===== config.mk =====
export PLATFORM = sky130hd
export DESIGN_NAME = approx_mac_accum
export DESIGN_NICKNAME = d
export VERILOG_FILES = /design/src/rtl/approx_mac_accum.sv
export SDC_FILE = /design/constraint.sdc
export NUM_CORES = 1
export LEC_CHECK = 0
export ABC_AREA = 1
export BUFFER_PORTS_ARGS = -buffer_cell sky130_fd_sc_hd__buf_2
export CAP_MARGIN = 30
export CORE_MARGIN = 2
export CORE_UTILIZATION = 30
export CTS_CLUSTER_SIZE = 14
export DETAILED_ROUTE_END_ITERATION = 6
export PLACE_DENSITY = 0.54
export SYNTH_ARGS = -nofsm -noshare
export SYNTH_HDL_FRONTEND = slang
export SYNTH_SLANG_ARGS = --single-unit

===== constraint.sdc =====
create_clock -name clk -period 2.3 [get_ports clk]
set_input_delay 0.69 -clock clk [delete_from_list [all_inputs] [get_ports clk]]
set_output_delay 0.69 -clock clk [all_outputs]
set_load 0.05 [all_outputs]

===== src/rtl/approx_mac_accum.sv =====
// approx_mac_accum: accumulates a frame of unsigned products into a saturating
// sum, then holds {sum, beat count, overflow} on a valid/ready result port until
// the consumer takes it. While a result is held, no new beats are accepted.
module approx_mac_accum #(
   parameter int N         = 8,
   parameter int FRAME_LEN = 16,
   parameter int ACC_W     = 20,
   localparam int CNT_W    = $clog2(FRAME_LEN + 1)
) (
   input  logic               clk,
   input  logic               rst,
   input  logic               in_valid,
   output logic               in_ready,
   input  logic [2*N-1:0]     in_prod,
   input  logic               in_last,
   output logic               out_valid,
   input  logic               out_ready,
   output logic [ACC_W-1:0]   out_sum,
   output logic [CNT_W-1:0]   out_count,
   output logic               out_ovf
);

   typedef enum logic {S_ACCUM = 1'b0, S_HOLD = 1'b1} state_t;

   localparam logic [CNT_W-1:0] FRAME_CNT = CNT_W'(FRAME_LEN);

   state_t             state_q, state_d;
   logic [ACC_W-1:0]   acc_q, acc_d;
   logic [CNT_W-1:0]   cnt_q, cnt_d;
   logic               ovf_q, ovf_d;
   logic [ACC_W-1:0]   sum_q, sum_d;
   logic [CNT_W-1:0]   count_q, count_d;
   logic               oovf_q, oovf_d;

   // One spare bit on the add catches the carry-out that signals saturation.
   logic [ACC_W:0]     sum_ext;
   logic               clamp;
   logic [ACC_W-1:0]   acc_nx;
   logic [CNT_W-1:0]   cnt_nx;
   logic               accept;
   logic               close;

   // Datapath terms for the beat presented this cycle.
   always_comb begin
      sum_ext = {1'b0, acc_q} + {{(ACC_W + 1 - 2*N){1'b0}}, in_prod};
      clamp   = sum_ext[ACC_W];
      acc_nx  = clamp ? {ACC_W{1'b1}} : sum_ext[ACC_W-1:0];
      cnt_nx  = cnt_q + 1'b1;
      accept  = (state_q == S_ACCUM) && in_valid;
      close   = in_last || (cnt_nx == FRAME_CNT);
   end

   // Next-state logic; handshake outputs depend on state only.
   always_comb begin
      state_d   = state_q;
      acc_d     = acc_q;
      cnt_d     = cnt_q;
      ovf_d     = ovf_q;
      sum_d     = sum_q;
      count_d   = count_q;
      oovf_d    = oovf_q;
      in_ready  = (state_q == S_ACCUM);
      out_valid = (state_q == S_HOLD);
      case (state_q)
         S_ACCUM: begin
            if (accept) begin
               if (close) begin
                  sum_d   = acc_nx;
                  count_d = cnt_nx;
                  oovf_d  = ovf_q | clamp;
                  acc_d   = '0;
                  cnt_d   = '0;
                  ovf_d   = 1'b0;
                  state_d = S_HOLD;
               end else begin
                  acc_d   = acc_nx;
                  cnt_d   = cnt_nx;
                  ovf_d   = ovf_q | clamp;
               end
            end
         end
         S_HOLD: begin
            if (out_ready) state_d = S_ACCUM;
         end
         default: state_d = S_ACCUM;
      endcase
   end

   // State registers; reset discards any partial frame or held result.
   always_ff @(posedge clk) begin
      if (rst) begin
         state_q <= S_ACCUM;
         acc_q   <= '0;
         cnt_q   <= '0;
         ovf_q   <= 1'b0;
         sum_q   <= '0;
         count_q <= '0;
         oovf_q  <= 1'b0;
      end else begin
         state_q <= state_d;
         acc_q   <= acc_d;
         cnt_q   <= cnt_d;
         ovf_q   <= ovf_d;
         sum_q   <= sum_d;
         count_q <= count_d;
         oovf_q  <= oovf_d;
      end
   end

   assign out_sum   = sum_q;
   assign out_count = count_q;
   assign out_ovf   = oovf_q;

endmodule


* Word-level counts from Yosys, hierarchy flattened *
Index checks and enable logic that the tools add are counted.

operators by class
  reduce and logical (&&, ||, !) cells = 4
  multiplexer cells = 8
  eq/ne operators = 1
  $add $sub $neg = 2
  bitwise gates (word level) = 2

operators with widths
  kind                 count
  $mux 20              2
  $add 20x16->21       1
  $add 5x1->5 const B  1
  $eq 5x5->1 const B   1
  $mux 5               1
  $mux 1               4
  $reduce_and 3->1     1
  $pmux 1 s2           1
  $reduce_and 2->1     1
  $logic_and 1x1->1    1
  $logic_or 1x1->1     1
  $not 1->1            1
  $or 1x1->1           1

word-level totals
  output and inout port bits = 28
  bits of input ports = 21
  word-level logic and storage cells = 24
  register bits after elaboration = 53

* Depth between registers and ports, before layout *
  depth after elaboration = 6
  mapped depth = 13

* Worst setup path after synthesis *
Ideal clock, no wire load.

  path type = input to register
  start = input in_prod[0]
  end = register sum_q[17] (netlist: out_sum[17])
  library setup time = 0.113 ns
  stages on the path = 13
  slack = -0.018 ns
  arrival time = 2.205 ns
  cell sequence = ha_1 -> fa_1 -> nand2_1 -> nand3_1 -> nand3_1 -> nand2_2 -> nand3_2 -> nand2_2 -> nand2_2 -> buf_6 -> nand3_2 -> o21ai_1 -> inv_1

on the way
  word-level cells in the longest chain between the ends = 2

ends and longest elaborated chain
  what                  RTL line  text
  start, declared       14        input logic [2*N-1:0] in_prod,
  $add 20x16->21        45        sum_ext = {1'b0, acc_q} + {{(ACC_W + 1 - 2*N){1'b0}}, in_prod};
  $mux 20               47        acc_nx = clamp ? {ACC_W{1'b1}} : sum_ext[ACC_W-1:0];
  end signal, assigned  104       sum_q <= sum_d;
  end, declared         31        logic [ACC_W-1:0] sum_q, sum_d;

Every way passes these cells.
A chain may end at the register's enable or synchronous reset.

* Worst setup path after layout *
  start = input in_prod[0]
  end = register sum_q[8] (netlist: out_sum[8])

Same word-level chain as after synthesis.

==> results.yml <==
layout:
  syn2layout_area_growth_pct: 24.5
  fin_cells: 735
  final_core_util_pct: 38.3
  final_common_cell: "nand2_1"
  drive_gt1_share_pct: 22.5
  final_cell_mix: "nand2_1, nor2_1, inv_1, dfxtp_1, buf_2"
  nets: 635
  insertedDiodeCount: 0
timing:
  fin_skew_ps: 8.87
  rsz0062_at_grt: "no"
  final.min_clock_period_ps: 2160
  period_share_pct: 94.0
  drv_slew: 0
  finalHoldViolations: 0
  setup_violations: 0
  slew_headroom_pct: 64.6
  max_freq_mhz: 463
  worst_pin_slew_ps: 528
  hold_ws_ps: 472
  setup_slack_ps: 138
worst_setup_path:
  critPathLaunchType: "input port"
  rrSetupSlack_ps: 310
  critical_path_class: "in -> reg"
  slowest_stage: "fa_2"
  path_cells: "buf_2 -> ha_1 -> fa_2 -> nand2_1 -> nand3_1 -> nand3_1 -> nand2_2 -> nand3_2 -> nand2_2 -> nand2_4 -> buf_12 -> nand2_1 -> o21ai_1 -> inv_1"
  crit_path_max_fanout: 11
  cp.required_ps: 2510
  cp-startpoint: "in_prod[0]"
  worstPathArrival_ps: 2370
  cpPeakStageDelay_ps: 350
  worstSetupEndpointType: "register"
  regToRegStartpoint: "acc_q[0]"
run_status:
  run_status: "finished clean"
floorplan:
  die_h_um: 109
  rows: 38
  core_area_um2: 10800
  die_x_um: 109
  start_util_pct: 30.8
  ios: 49
  dieArea_um2: 12000
clocking:
  clock_sinks: 53
  holdBufCountCts: 0
  htreeDepth: 2
  postCtsSetupRepairBufs: 0
  cts.repair.resized: 0
  clk_latency_ps: 300
  path_clk_slew_ps: 90
  cts_root_buf: "clkbuf_8"
  cts_tree: "yes"
  clock_path_buffers: 2
  cts_made_buffers: 5
grt:
  grt_usage_pct: 16.9
  grt_max_degree: 38
  grt_pass1_wl_mm: 15.9
  first_global_vias: 3358
  gr-total-overflow: 0
  antenna_found_initial: 0
logic_synthesis:
  synth_edf_count: 0
  ys_seq_area_share_pct: 31.8
  yosys.cell_types.count: 31
  synth_cells: 507
  yosysWarnings: 0
  syn_area_um2: 3340
  syn_nets: 547
  postSynthAreaPerCell_um2: 6.58
  ys_ff_latch: 53
  ys_async_sr_fraction_pct: 0
  synthFlopType: "dfxtp_1"
detailed_routing:
  vias: 3308
  final_antenna_net_count: 0
  drt_iter0_markers: 165
  wl_per_cell_um: 13.0
  post-route-drc-count: 0
  drt-total-wl_mm: 9.55
  viasPerCell: 4.50
  firstDrtPassIters: 4
hold_path:
  hold_class: "reg -> reg"
  min_from: "out_count[4]"
placement:
  placedCellCount: 728
  io_buffers: 48
  place_hpwl_mm: 7.68
  post-place-ws_ps: -214
  place_congestion: 0.911
power_and_ir_drop:
  p_leak_uw: 0.00225
  p_total_uw: 2280
  vdd.ir_drop.worst_mv: 0.503
  p_per_area_nw_per_um2: 548
job:
  maxCapViolCount: 0
## per-stage QoR
| stage | area [um2] | TNS (ps) |
|---|---|---|
| after floorplan | 3340 | 0 |
| after global placement | 4040 | -5400 |
| after detailed placement | 4040 | -6970 |
| after CTS | 4140 | 0 |
| after global routing | 4150 | 0 |
| final | 4150 | 0 |
## layer usage
layer | vias to the layer above | part of all wire, % | global-route usage, %
met5 | - | 0 | 0
met4 | 0 | 0.44 | 1.90
met3 | 4 | 3.4 | 2.96
met2 | 47 | 49 | 30.6
met1 | 1500 | 47 | 21.7
li1 | 1757 | - | -
## logic make-up after synthesis
family          share of synthesized area [%]
simple gates                             35.3
xor+xnor                                 3.11
flops                                    31.8
fa+ha+maj                                7.35
buf+inv                                  11.5
compound gates                           10.9
## sequential cells by signal (all words and copies together) (netlist names)
name	cells
cnt_q	5
out_sum	20
ovf_q	1
out_count	5
acc_q	20
out_valid	1
out_ovf	1
## worst paths after layout
kind                       end  cells past startpoint
setup / recovery    out_sum[8]                     14
hold / removal    out_count[4]                      2
hold reg to reg   out_count[4]                      2
setup reg to reg    out_sum[8]                     13
## area by class of cell
| class | instances | area [um2] |
|---|---|---|
| clock buffers | 5 | 68.8 |
| well taps | 140 | 175 |
| fillers | 1180 | 6690 |
| repair buffers | 97 | 646 |
| flip-flops and latches | 53 | 1060 |
| clock inverters | 2 | 35.0 |
| multi-input cells | 370 | 1910 |
| inverters | 68 | 260 |
## worst max-delay path, delay by kind of cell
family	cells	cell delay (ps)
and+or+nand+nor	8	670
adders and majority gates	2	570
buffers and inverters	3	290
AOI/OAI and AO/OA	1	140
## report_power, final
| part | switching [uW] | internal (uW) | leakage [uW] |
|---|---|---|---|
| combinational | 424 | 237 | 0.00176 |
| sequential | 33.1 | 967 | 0.000433 |
| clock | 297 | 317 | 0.0000540 |
| total | 754 | 1520 | 0.00225 |
## synthesized netlist by cell type, types with 2 or more instances
| master | n | share of area, % |
|---|---|---|
| o21ai_1 | 17 | 2.6 |
| nand3_2 | 12 | 3.6 |
| nand2_2 | 5 | 0.94 |
| o21ai_0 | 10 | 1.5 |
| ha_1 | 18 | 6.8 |
| nor2_1 | 74 | 8.3 |
| inv_4 | 2 | 0.38 |
| a21oi_1 | 40 | 6.0 |
| nand3_1 | 23 | 3.5 |
| clkbuf_1 | 6 | 0.68 |
| nand2_1 | 144 | 16 |
| buf_4 | 2 | 0.45 |
| xor2_1 | 10 | 2.6 |
| buf_6 | 6 | 2.0 |
| dfxtp_1 | 53 | 32 |
| or2_1 | 2 | 0.38 |
| inv_1 | 65 | 7.3 |
| nor3_1 | 5 | 0.75 |
Note: power is estimated with default switching activity, not from simulation.
